## src/rtl/puck_pkg.sv

```systemverilog
`default_nettype none
// ============================================================================
// Package : puck_pkg
// Brief   : Shared state encoding and width defaults for the memory arbiter.
// Rev     : 1.0 - initial release
// ============================================================================
package puck_pkg;

  localparam int C_ADDR_WIDTH = 9;
  localparam int C_DATA_WIDTH = 8;

  typedef enum logic [1:0] {
    IDLE   = 2'd0,
    ACCESS = 2'd1,
    RESP   = 2'd2
  } state_t;

endpackage
`default_nettype wire

```

## src/rtl/arb_pick.sv

```systemverilog
`default_nettype none
// ============================================================================
// Module : arb_pick
// Brief  : Combinational winner select, 0 = port A, 1 = port B.
//          Round-robin on ties when MEM_ARBITER_RR_EN is defined.
// Rev    : 1.0 - initial release
// ============================================================================
module arb_pick (
  input  logic a_req,
  input  logic b_req,
  input  logic last,
  output logic sel
);

`ifdef MEM_ARBITER_RR_EN
  // On a tie, hand the grant to whichever port was not served last.
  assign sel = (a_req && b_req) ? ~last : b_req;
`else
  logic unused_last;
  assign unused_last = last;
  assign sel         = ~a_req & b_req;
`endif

endmodule
`default_nettype wire

```

## src/rtl/mem_arbiter.sv

```systemverilog
`default_nettype none
// ============================================================================
// Module : mem_arbiter
// Brief  : Two-port arbiter onto one single-port RAM; IDLE->ACCESS->RESP.
//          Define MEM_ARBITER_RR_EN for round-robin tie breaking.
// Rev    : 1.0 - initial release
// ============================================================================
module mem_arbiter
  import puck_pkg::*;
#(
  parameter int ADDR_WIDTH = C_ADDR_WIDTH,
  parameter int DATA_WIDTH = C_DATA_WIDTH
) (
  input  logic                  iCE_CLK,
  input  logic                  rst,
  input  logic                  a_req,
  input  logic                  a_we,
  input  logic [ADDR_WIDTH-1:0] a_addr,
  input  logic [DATA_WIDTH-1:0] a_wdata,
  output logic                  a_gnt,
  output logic                  a_done,
  output logic [DATA_WIDTH-1:0] a_rdata,
  input  logic                  b_req,
  input  logic                  b_we,
  input  logic [ADDR_WIDTH-1:0] b_addr,
  input  logic [DATA_WIDTH-1:0] b_wdata,
  output logic                  b_gnt,
  output logic                  b_done,
  output logic [DATA_WIDTH-1:0] b_rdata,
  output logic [ADDR_WIDTH-1:0] ram_addr,
  output logic [DATA_WIDTH-1:0] ram_din,
  output logic                  ram_we,
  input  logic [DATA_WIDTH-1:0] ram_dout,
  output logic                  busy,
  output logic                  owner
);

  state_t r_state;
  logic   w_sel;

`ifdef MEM_ARBITER_RR_EN
  logic r_last;

  arb_pick u_arb_pick (
    .a_req (a_req),
    .b_req (b_req),
    .last  (r_last),
    .sel   (w_sel)
  );
`else
  arb_pick u_arb_pick (
    .a_req (a_req),
    .b_req (b_req),
    .last  (1'b1),
    .sel   (w_sel)
  );
`endif

  always_ff @(posedge iCE_CLK or posedge rst) begin
    if (rst) begin
      r_state  <= IDLE;
      a_gnt    <= 1'b0;
      b_gnt    <= 1'b0;
      a_done   <= 1'b0;
      b_done   <= 1'b0;
      ram_we   <= 1'b0;
      busy     <= 1'b0;
      owner    <= 1'b0;
      ram_addr <= '0;
      ram_din  <= '0;
      a_rdata  <= '0;
      b_rdata  <= '0;
`ifdef MEM_ARBITER_RR_EN
      r_last   <= 1'b1;
`endif
    end else begin
      a_gnt  <= 1'b0;
      b_gnt  <= 1'b0;
      a_done <= 1'b0;
      b_done <= 1'b0;
      ram_we <= 1'b0;
      case (r_state)
        IDLE: begin
          if (a_req || b_req) begin
            r_state <= ACCESS;
            busy    <= 1'b1;
            owner   <= w_sel;
`ifdef MEM_ARBITER_RR_EN
            r_last  <= w_sel;
`endif
            if (w_sel) begin
              b_gnt    <= 1'b1;
              ram_addr <= b_addr;
              ram_din  <= b_wdata;
              ram_we   <= b_we;
            end else begin
              a_gnt    <= 1'b1;
              ram_addr <= a_addr;
              ram_din  <= a_wdata;
              ram_we   <= a_we;
            end
          end
        end
        // ram_addr is held so the registered RAM output matches this access.
        ACCESS: r_state <= RESP;
        RESP: begin
          r_state <= IDLE;
          busy    <= 1'b0;
          if (owner) begin
            b_done  <= 1'b1;
            b_rdata <= ram_dout;
          end else begin
            a_done  <= 1'b1;
            a_rdata <= ram_dout;
          end
        end
        default: begin
          r_state <= IDLE;
          busy    <= 1'b0;
        end
      endcase
    end
  end

endmodule
`default_nettype wire
```

## config.mk

```make
export PLATFORM = sky130hd
export DESIGN_NAME = mem_arbiter
export DESIGN_NICKNAME = d
export VERILOG_FILES = /design/src/rtl/puck_pkg.sv /design/src/rtl/arb_pick.sv /design/src/rtl/mem_arbiter.sv
export SDC_FILE = /design/constraint.sdc
export NUM_CORES = 1
export LEC_CHECK = 0
export ABC_AREA = 1
export BUFFER_PORTS_ARGS = -buffer_cell sky130_fd_sc_hd__buf_2
export CORE_ASPECT_RATIO = 1.75
export CORE_MARGIN = 2
export CORE_UTILIZATION = 45
export DETAILED_ROUTE_END_ITERATION = 6
export PLACE_DENSITY = 0.85
export SLEW_MARGIN = 20
export SYNTH_ARGS = -nofsm -noshare
export SYNTH_HDL_FRONTEND = slang
export SYNTH_SLANG_ARGS = --single-unit
```

## constraint.sdc

```tcl
create_clock -name iCE_CLK -period 1.5 [get_ports iCE_CLK]
set_input_delay 0.15 -clock iCE_CLK [delete_from_list [all_inputs] [get_ports iCE_CLK]]
set_output_delay 0.15 -clock iCE_CLK [all_outputs]
set_load 0.02 [all_outputs]
```

==> results.sh <==
export IMPL_fin_crit_sh_pct=80.5
export IMPL_ys_types=17
export IMPL_grt_pass1_wl_um=6780
export IMPL_cts_sinks=42
export IMPL_crit_chain="nor2_2 -> inv_2 -> nor2_8 -> nand2_1 -> nand2_1"
export IMPL_grt_use_total_pct=20.1
export IMPL_worstSkewPairLatency_ns=0.29
export IMPL_ios=88
export IMPL_path_clk_slew_ns=0.08
export IMPL_synth_top_cell_area_share_pct=57.7
export IMPL_period_minus_slack_ns=1.21
export IMPL_ir_drop_mv=1.50
export IMPL_synthTopCellsByCount="nand2_1, dfrtp_1, nand3_1, o21ai_0, inv_1"
export IMPL_gp_congestion=0.759
export IMPL_slew_headroom_pct=66.0
export IMPL_synth_nets=264
export IMPL_hold_viol=0
export IMPL_synth_edf_count=0
export IMPL_power_density_nw_per_um2=2090
export IMPL_rsz0062_at_grt="false"
export IMPL_clockPowerShare_pct=20.5
export IMPL_outcome="completed"
export IMPL_die_x_um=52.1
export IMPL_avgRoutedWirePerCell_um=11.9
export IMPL_switchingPower_uw=2080
export IMPL_antenna_found_initial=0
export IMPL_power_leakage_uw=0.00147
export IMPL_setup_tns_ns=0
export IMPL_worstMarginPinSlew_ns=0.509
export IMPL_setup_viol=0
export IMPL_cp_slowest_cell="dfrtp_1"
export IMPL_final_core_util_pct=62.9
export IMPL_dpl_worst_slack_ns=0.299
export IMPL_path_buf_inv=1
export IMPL_synth_area_leaders="dfrtp_1, nand2_1, nand3_1"
export IMPL_seqPwrFrac_pct=37.5
export IMPL_synthCells=216
export IMPL_drc=0
export IMPL_finalPower_uw=5090
export IMPL_finClkSkew_ns=0.00291
export IMPL_cts_repair_resized=0
export IMPL_crit_fanout=18
export IMPL_initial_core_util_pct=47.1
export IMPL_crit_type="reg2reg"
export IMPL_grt_pass1_vias=1630
export IMPL_synth_seq_area_share_pct=57.7
export IMPL_async_reset_ff_share_pct=100
export IMPL_numPortBuffers=87
export IMPL_yosys_warnings=0
export IMPL_n_antenna_cell=0
export IMPL_worstSetupStartpointType="flip-flop"
export IMPL_slowest_delay_ns=0.44
export IMPL_power_frac_comb_pct=42.0
export IMPL_fp_dieH_um=88.1
export IMPL_crit_family="simple AND/OR/NAND/NOR gates"
export IMPL_htree_num_levels=2
export IMPL_switching_share_pct=40.9
export IMPL_cts_tree="done"
export IMPL_yosysTopAreaCell="dfrtp_1"
export IMPL_vias_per_cell=4.76
export IMPL_post_cts_buffers=0
export IMPL_internal_power_uw=3010
export IMPL_ys_seq_elements=42
export IMPL_critical_path_arrival_ns=1.44
export IMPL_max_cap_violations=0
export IMPL_worstHoldPathType="in2reg"
export IMPL_critPathRequiredTime_ns=1.73
export IMPL_vias=1696
export IMPL_grt_max_degree=43
export IMPL_hpwlAfterDp_um=3150
export IMPL_area_growth_pct=33.7
export IMPL_rows=30
export IMPL_root_buffer="clkbuf_8"
export IMPL_drive_above_1_share_pct=34.4
export IMPL_cp_common_cell="nand2_1"
export IMPL_synth_area_per_cell_sq_um=8.43
export IMPL_antenna_left=0
export IMPL_die_area_sq_um=4590
export IMPL_dr_pass1_iters=4
export IMPL_cts_path_max_buffers=2
export IMPL_synthFlopType="dfrtp_1"
export IMPL_grt_overflow_total=0
export IMPL_syn_cell_area_sq_um=1820
export IMPL_coreArea_sq_um=3870
export IMPL_whs_ns=0.0647
export IMPL_maxSlewViolCount=0
export IMPL_fmax_mhz=828
export IMPL_postRouteWirelength_um=4250
export IMPL_yosysMostFrequentCell="nand2_1"
export IMPL_fin_ws_ns=0.292
export IMPL_endpoint_kind="flip-flop"
export IMPL_nets=355
export IMPL_numCtsBuffers=5
export IMPL_drtIter0Drc=50
[through the flow]
| stage | cell area [sq um] | cells |
|---|---|---|
| detailed placement | 2290 | 347 |
| finish | 2430 | 356 |
| CTS | 2430 | 356 |
| floorplan | 1820 | 216 |
| global route | 2430 | 356 |
| global placement | 2290 | 347 |
[layout by cell type, fill, tap and decap left out]
master         netlist  layout
inv_2                2       2
clkinv_1             0       1
nand2_1            106     106
dlygate4sd3_1        0       1
clkinv_4             0       1
o21ai_4              1       1
nand3_1             18      18
o21ai_0             18      18
buf_4                2       4
nor2_1               3       3
clkbuf_8             0       5
dfrtp_1             42      42
inv_1               14      13
nor2_2               1       1
buf_2                3      87
bufinv_16            0       2
nand2_2              1       1
nand3b_2             1       1
nor2_8               1       1
[path summary, 6_finish.rpt]
check                                        from                 endpoint  slack, ns  cells past startpoint
min                                          b_we         ram_we$_DFF_PP0_       0.06                      3
min in group asynchronous                     rst   b_rdata[3]$_DFFE_PP0P_       0.52                      4
max                        r_state[1]$_DFFE_PP0P_  ram_addr[1]$_DFFE_PP0P_       0.29                      5
max reg2reg                r_state[1]$_DFFE_PP0P_  ram_addr[1]$_DFFE_PP0P_       0.29                      5
max in group asynchronous                     rst   ram_din[5]$_DFFE_PP0P_       0.63                      4
min reg2reg                ram_din[6]$_DFFE_PP0P_   ram_din[6]$_DFFE_PP0P_       0.48                      2
[flip-flops by register name (all words and copies together) (netlist names)]
| signal | flops |
|---|---|
| b_rdata | 8 |
| busy | 1 |
| ram_din | 8 |
| ram_addr | 9 |
| a_rdata | 8 |
| b_done | 1 |
| a_done | 1 |
| owner | 1 |
| a_gnt | 1 |
| b_gnt | 1 |
| ram_we | 1 |
| r_state | 2 |
[metal layers]
layer,global-route usage (%),share of wire (%),vias up
met4,10.8,3.4,0
li1,-,-,848
met1,20.1,39,775
met2,37.1,52,62
met3,4.44,6.2,11
met5,0,0,-
[power groups by stage]
stage          sequential (uW)  combinational [uW]  clock, uW
3_3_place_gp              1910                2100          0
5_1_grt                   1970                2350       1120
2_1_floorplan             2540                 819          0
4_1_cts                   1910                2170       1080
3_5_place_dp              1920                2160          0
6_report                  1910                2140       1040
[what timing repair did]
item | 4_1_cts | 5_1_grt
hold endpoints to repair | 42 | 0
endpoints found under the setup margin | 0 | 0
hold buffers | 1 | 0
[logic make-up (layout without fill, tap and decap cells)]
| group | Yosys count | after routing | share of synthesized area, % |
|---|---|---|---|
| AO/OA/AOI/OAI | 19 | 19 | 5.84 |
| buffers and inverters | 24 | 116 | 6.60 |
| flip-flops | 42 | 42 | 57.7 |
| AND/OR/NAND/NOR | 131 | 131 | 29.8 |
[tightest hold or removal path, delay by kind of cell]
family / cells / cell delay, ns
buf+inv: 1 / 0.09
simple gates: 2 / 0.08
[layout make-up]
cell class / count / area, sq um
flip-flops and latches: 42 / 1050
inverters: 16 / 60.1
clock inverters: 3 / 68.8
multi-input cells: 150 / 649
well taps: 48 / 60.1
repair buffers: 92 / 475
clock buffers: 5 / 68.8
fillers: 372 / 1430
No activity file was read; power rests on OpenSTA's default activity.
